### src/rtl/sseg_share_ctrl.sv
// Round-robin arbiter sharing one 4-digit seven-segment driver between two requesters,
// with minimum dwell per owner and a registered leading-zero blank mask.
module sseg_share_ctrl #(
  parameter int DWELL_CYCLES = 50_000_000,
  parameter bit LZ_BLANK     = 1'b1
) (
  input  logic        clk,
  input  logic        rst,
  input  logic [1:0]  req,
  input  logic [15:0] num0,
  input  logic [15:0] num1,
  output logic [1:0]  grant,
  output logic [15:0] num_out,
  output logic [3:0]  blank_out,
  output logic        busy
);

  localparam int CNT_W = (DWELL_CYCLES > 1) ? $clog2(DWELL_CYCLES) : 1;
  localparam logic [CNT_W-1:0] CNT_MAX = CNT_W'(DWELL_CYCLES - 1);

  // State encoding equals the one-hot grant value, so grant is the state register.
  localparam logic [1:0] S_IDLE = 2'b00;
  localparam logic [1:0] S_OWN0 = 2'b01;
  localparam logic [1:0] S_OWN1 = 2'b10;

  logic [CNT_W-1:0] cnt;
  logic             last_owner;
  logic [1:0]       next_grant;
  logic [15:0]      sel_word;
  logic             expired;

  function automatic logic [3:0] blank_mask(input logic [15:0] w);
    logic [3:0] m;
    m = 4'b0000;
    if (LZ_BLANK) begin
      m[3] = (w[15:12] == 4'h0);
      m[2] = (w[15:8] == 8'h00);
      m[1] = (w[15:4] == 12'h000);
    end
    return m;
  endfunction

  assign expired = (cnt == CNT_MAX);

  always_comb begin
    next_grant = grant;
    case (grant)
      S_IDLE: begin
        if (req == 2'b11)
          next_grant = last_owner ? S_OWN0 : S_OWN1;
        else if (req[0])
          next_grant = S_OWN0;
        else if (req[1])
          next_grant = S_OWN1;
        else
          next_grant = S_IDLE;
      end
      S_OWN0: begin
        if (!req[0])
          next_grant = req[1] ? S_OWN1 : S_IDLE;
        else if (expired && req[1])
          next_grant = S_OWN1;
      end
      S_OWN1: begin
        if (!req[1])
          next_grant = req[0] ? S_OWN0 : S_IDLE;
        else if (expired && req[0])
          next_grant = S_OWN0;
      end
      default: next_grant = S_IDLE;
    endcase
  end

  assign sel_word = (next_grant == S_OWN1) ? num1 : num0;

  always_ff @(posedge clk) begin
    if (rst) begin
      grant      <= S_IDLE;
      num_out    <= 16'h0000;
      blank_out  <= 4'b1111;
      cnt        <= '0;
      last_owner <= 1'b1;
    end else begin
      grant <= next_grant;
      if (next_grant != S_IDLE) begin
        num_out    <= sel_word;
        blank_out  <= blank_mask(sel_word);
        last_owner <= (next_grant == S_OWN1);
        if (next_grant != grant)
          cnt <= '0;
        else if (!expired)
          cnt <= cnt + 1'b1;
      end else begin
        // Idle keeps the last word but darkens every digit.
        blank_out <= 4'b1111;
        cnt       <= '0;
      end
    end
  end

  assign busy = |grant;

endmodule

### config.mk
export PLATFORM = sky130hd
export DESIGN_NAME = sseg_share_ctrl
export DESIGN_NICKNAME = d
export VERILOG_FILES = /design/src/rtl/sseg_share_ctrl.sv
export SDC_FILE = /design/constraint.sdc
export NUM_CORES = 1
export LEC_CHECK = 0
export BUFFER_PORTS_ARGS = -buffer_cell sky130_fd_sc_hd__buf_2
export CAP_MARGIN = 20
export CELL_PAD_IN_SITES_DETAIL_PLACEMENT = 1
export CELL_PAD_IN_SITES_GLOBAL_PLACEMENT = 2
export CORE_AREA = 2 2 92 94
export DETAILED_ROUTE_END_ITERATION = 8
export DIE_AREA = 0 0 94 96
export PLACE_DENSITY = 0.89
export SYNTH_ARGS = -nofsm -noshare
export SYNTH_HDL_FRONTEND = slang
export SYNTH_SLANG_ARGS = --single-unit
### constraint.sdc
create_clock -name clk -period 2.75 [get_ports clk]
set_input_delay 0.275 -clock clk [delete_from_list [all_inputs] [get_ports clk]]
set_output_delay 0.275 -clock clk [all_outputs]
set_load 0.02 [all_outputs]
* After elaboration in Yosys (flattened, before gate mapping)
Cells that the tools add are included. Widths: inputs -> output; s select.
Storage, ports and cells: output and inout port bits 23, logic and storage cells 36, bits in registers 49
Operators by class: muxes and demuxes 12, equality and inequality tests 6, reduce and logical (&&, ||, !) cells 10, add/sub/neg operators 1, bitwise operators 1
Operator list (number):
- $add 26x1->26 const B | 1
- $eq 26x26->1 const B | 1
- $mux 16 | 1
- $mux 2 | 8
- $logic_not 12->1 | 1
- $logic_not 8->1 | 1
- $eq 2x2->1 const B | 3
- $pmux 2 s3 | 1
- $logic_not 4->1 | 1
- $reduce_or 2->1 | 2
- $reduce_or 3->1 | 1
- $eq 2x1->1 const B | 1
- $logic_and 1x1->1 | 2
- $logic_not 2->1 | 1
- $mux 1 | 2
- $ne 2x2->1 | 1
- $reduce_bool 2->1 | 1
- $not 1->1 | 1

* Longest topological paths before layout
word-level depth 8, gate-level depth with buffers 9, mapped depth without buffers 7

* Least setup slack after synthesis
OpenSTA, ideal clock, no wires.
kind flip-flop to flip-flop, start point reg cnt[0], end point reg cnt[0], slack 0.674 ns, data required time 2.635 ns, arrival time 1.961 ns, buffers on the path 2, cell stages (with the launch flop) 10, library setup time 0.115 ns, cells stage by stage dfxtp_1 > ha_1 > nand4_1 > nor4_2 > and2_4 > buf_8 > a211oi_2 > o21bai_4 > buf_12 > nor2_2
Between the ends: word-level cells in the longest chain between the ends 8, elaborated cells between the ends (all ways) 13, those cells by class 1 x add/sub; 2 x eq/ne; 5 x mux; 1 x bitwise; 4 x reduce/logical
RTL lines:
- start, declared | RTL line 26 | logic [CNT_W-1:0] cnt;
- start signal, assigned | RTL line 92 | cnt <= cnt + 1'b1;
- $eq 26x26->1 | RTL line 43 | assign expired = (cnt == CNT_MAX);
- $logic_and 1x1->1, on equally long branches | RTL line 67, 61
- $mux 2, on equally long branches | RTL line 67, 61
- $mux 2, on equally long branches | RTL line 65, 59
- $pmux 2 s3 | RTL line 47 | case (grant)
- $reduce_bool 2->1 | RTL line 85 | if (next_grant != S_IDLE) begin
- $not 1->1 (no line)
- $reduce_or 3->1 (no line)
Several ways; a longest one is shown, not always the timed one. A chain may end at the register's enable or synchronous reset.

* Worst setup path after layout
start point reg cnt[0], end point reg cnt[11]
The elaborated chain is that of the path after synthesis.

==> key figures <==
Status
  • Status: completed

Clock network
  • Resize count post-CTS: 0
  • CTS tree: built
  • Clock root cell: clkbuf_8
  • Max Root-Sink Buffers: 2
  • Worst-Skew Late Latency: 0.31 ns
  • Clk pin slew, worst setup/hold paths: 0.10 ns
  • Sink Count: 49
  • H-Tree Depth: 2
  • Cts bufs inserted: 5
  • Hold-fix buffers, CTS: 0
  • Post-CTS setup buffers: 0

GRT
  • First-pass GRT wire length: 11,260 um
  • Largest net degree at the start of global routing: 27
  • Initial antenna violation count: 0
  • Vias in the first global route: 2,340
  • GRT Util Overall: 15.65%
  • GR Overflow Total: 0

Layout
  • P&R area growth vs syn: 16.78%
  • Final Util: 36.44%
  • Final nets: 371
  • Final instance area: 2934 um2
  • # diodes: 0
  • Layout cell share with drive strength beyond 1: 37.91%

Routing
  • DRT iter0 DRCs: 50
  • DR WL/cell: 14.74 um
  • Routed WL: 6484 um
  • Vias per inst: 5.041
  • DR vias: 2,218
  • Final ANT Viol Nets: 0
  • DR DRC count: 0
  • Drt pass-1 iters: 4

Floorplan
  • Die W: 94 um
  • Die height: 96 um
  • Num rows: 33
  • Initial core utilization: 31.20%
  • I/O Pins: 59
  • Die area: 9024 um2
  • Core area: 8051 um2

Timing
  • RSZ-0062 raised after global routing: false
  • Layout Skew: 0.01014 ns
  • Fin crit period: 2.397 ns
  • Fin crit share: 87.16%
  • Least-Margin Pin Slew: 0.5136 ns
  • Final Max Tran Viols: 0
  • TNS Setup: 0 ns
  • FMAX: 417.2 MHz
  • Hold Worst Slack: 0.2416 ns
  • Final hold vios: 0
  • Slew headroom: 65.76%
  • Final setup fails: 0

Logic synthesis
  • Area contributors post-synth: dfxtp_1 39%, nor2_2 7.0%, a211oi_2 5.0%
  • Synthesized cell area: 2512 um2
  • Sequential area share after synthesis: 39.04%
  • Number of synthesized flops with an enable pin: 0
  • Most numerous cell in the Yosys netlist: dfxtp_1
  • Ys async rst share: 0%
  • Cells after Synth: 275
  • Area leader, netlist: dfxtp_1
  • Share of the synthesized area in the top cell type: 39.04%
  • Cell variety after synth: 46
  • #FFs+latches synth: 49
  • Top_reg_cell synth: dfxtp_1
  • Post-Syn Nets: 312
  • Synthesis warning total: 0
  • Mean post-synth cell area: 9.136 um2
  • Post-synth top cells: 49 x dfxtp_1, 33 x nand2_1, 28 x nor2_2

Setup path
  • Worst path required time: 2.94 ns
  • Startpoint types: flop
  • Largest fanout on the critical path: 26
  • Worst path arrival time: 2.59 ns
  • Register-to-register setup slack: 0.35 ns
  • R2R Path End: cnt[11]
  • WS Path Type: flop to flop
  • Worst r2r path cells: 8
  • CP endpoint kind: flop
  • RR Startpoint: cnt[0]

Placed design
  • Routability cong.: 0.7469
  • Final HPWL DP: 4891 um
  • PortBufs: 58
  • Placement-stage cell area: 2839 um2

Hold path
  • Hold Crit Depth: 3
  • Min-Delay Endpoint: num_out[2]
  • Hold path start: num1[2]
  • Hold Crit Class: primary input to flop

Job
  • Max cap viols: 0

Pwr
  • Power density cells: 509.7 nW/um2
  • Leakage: 0.001038 uW
  • Maximum VDD drop: 0.0002149 V
critical path, cell delays in order (launching register included):
cell and delay (ns):
dfxtp_1 0.40, ha_1 0.25, nand4_1 0.15, nor4_2 0.46
and2_4 0.31, a211oi_2 0.11, o21bai_4 0.13, buf_4 0.37
nor2_1 0.09
layout make-up:
class,instances,area [um2]
Sequential cell,49,980.9
Tap cell,105,131.4
Inverter,2,7.507
Clock buffer,5,68.82
Clock inverter,3,26.28
Multi-Input combinational cell,212,1384
Timing Repair Buffer,64,335.3
Fill cell,1009,5117
per-layer routing:
metal,part of all wire [%],GRT usage [%]
met5,0,0
met3,5.2,3.759
met4,1.1,4.348
met2,48,27.02
met1,45,19.52
flip-flops by register name, indices dropped and copies added, names as in the netlist:
signal / cells
last_owner: 1
num_out: 16
cnt: 26
blank_out: 4
grant: 2
power by group:
part / total [uW] / switching (uW) / internal [uW]
registers: 764 / 20.2 / 744
logic: 270 / 168 / 102
clock network: 462 / 273 / 189
total: 1500 / 460 / 1040
cells by family (layout without fill, tap and decap cells):
group / after synthesis / in the layout / share of synthesized area [%]
buffers and inverters: 14 / 74 / 5.876
AND/OR/NAND/NOR: 132 / 132 / 28.84
adder cells (fa/ha/maj): 1 / 1 / 0.4979
flip-flops: 49 / 49 / 39.04
AO/OA/AOI/OAI: 58 / 58 / 18.43
XOR/XNOR: 21 / 21 / 7.320
stage by stage:
stage	setup slack [ns]	cells	total power (uW)
final	0.3530	440	1496
after global routing	0.1154	440	1574
after CTS	0.3204	440	1519
after detailed placement	0.3393	432	1053
after global placement	0.4836	432	1047
after floorplan	0.6740	275	966.8
worst max-delay path by stage:
stage,to,from,cells past startpoint
floorplan,cnt[0],cnt[0],9
global placement,cnt[11],cnt[0],8
detailed placement,cnt[11],cnt[0],8
CTS,cnt[11],cnt[0],8
global route,num_out[15],cnt[0],8
finish,cnt[11],cnt[0],8
cell usage in the layout (no fill, tap or decap), types with 2 or more instances in the layout:
cell type	count
buf_4	6
inv_6	3
nor2_2	28
a21o_1	3
or3_1	5
clkbuf_8	5
o21ai_0	7
nand2_1	33
a21oi_1	13
nor2_1	18
a211oi_2	10
or2_2	2
nor4_1	6
and4_1	2
xnor2_1	11
a21oi_2	9
nor3_1	4
nand3_1	7
and3_1	3
or4_1	3
inv_1	2
dfxtp_1	49
nand4_1	10
nand2b_1	2
xor2_1	10
buf_2	58
a211oi_1	8
Note: power is estimated with default switching activity, not from simulation.
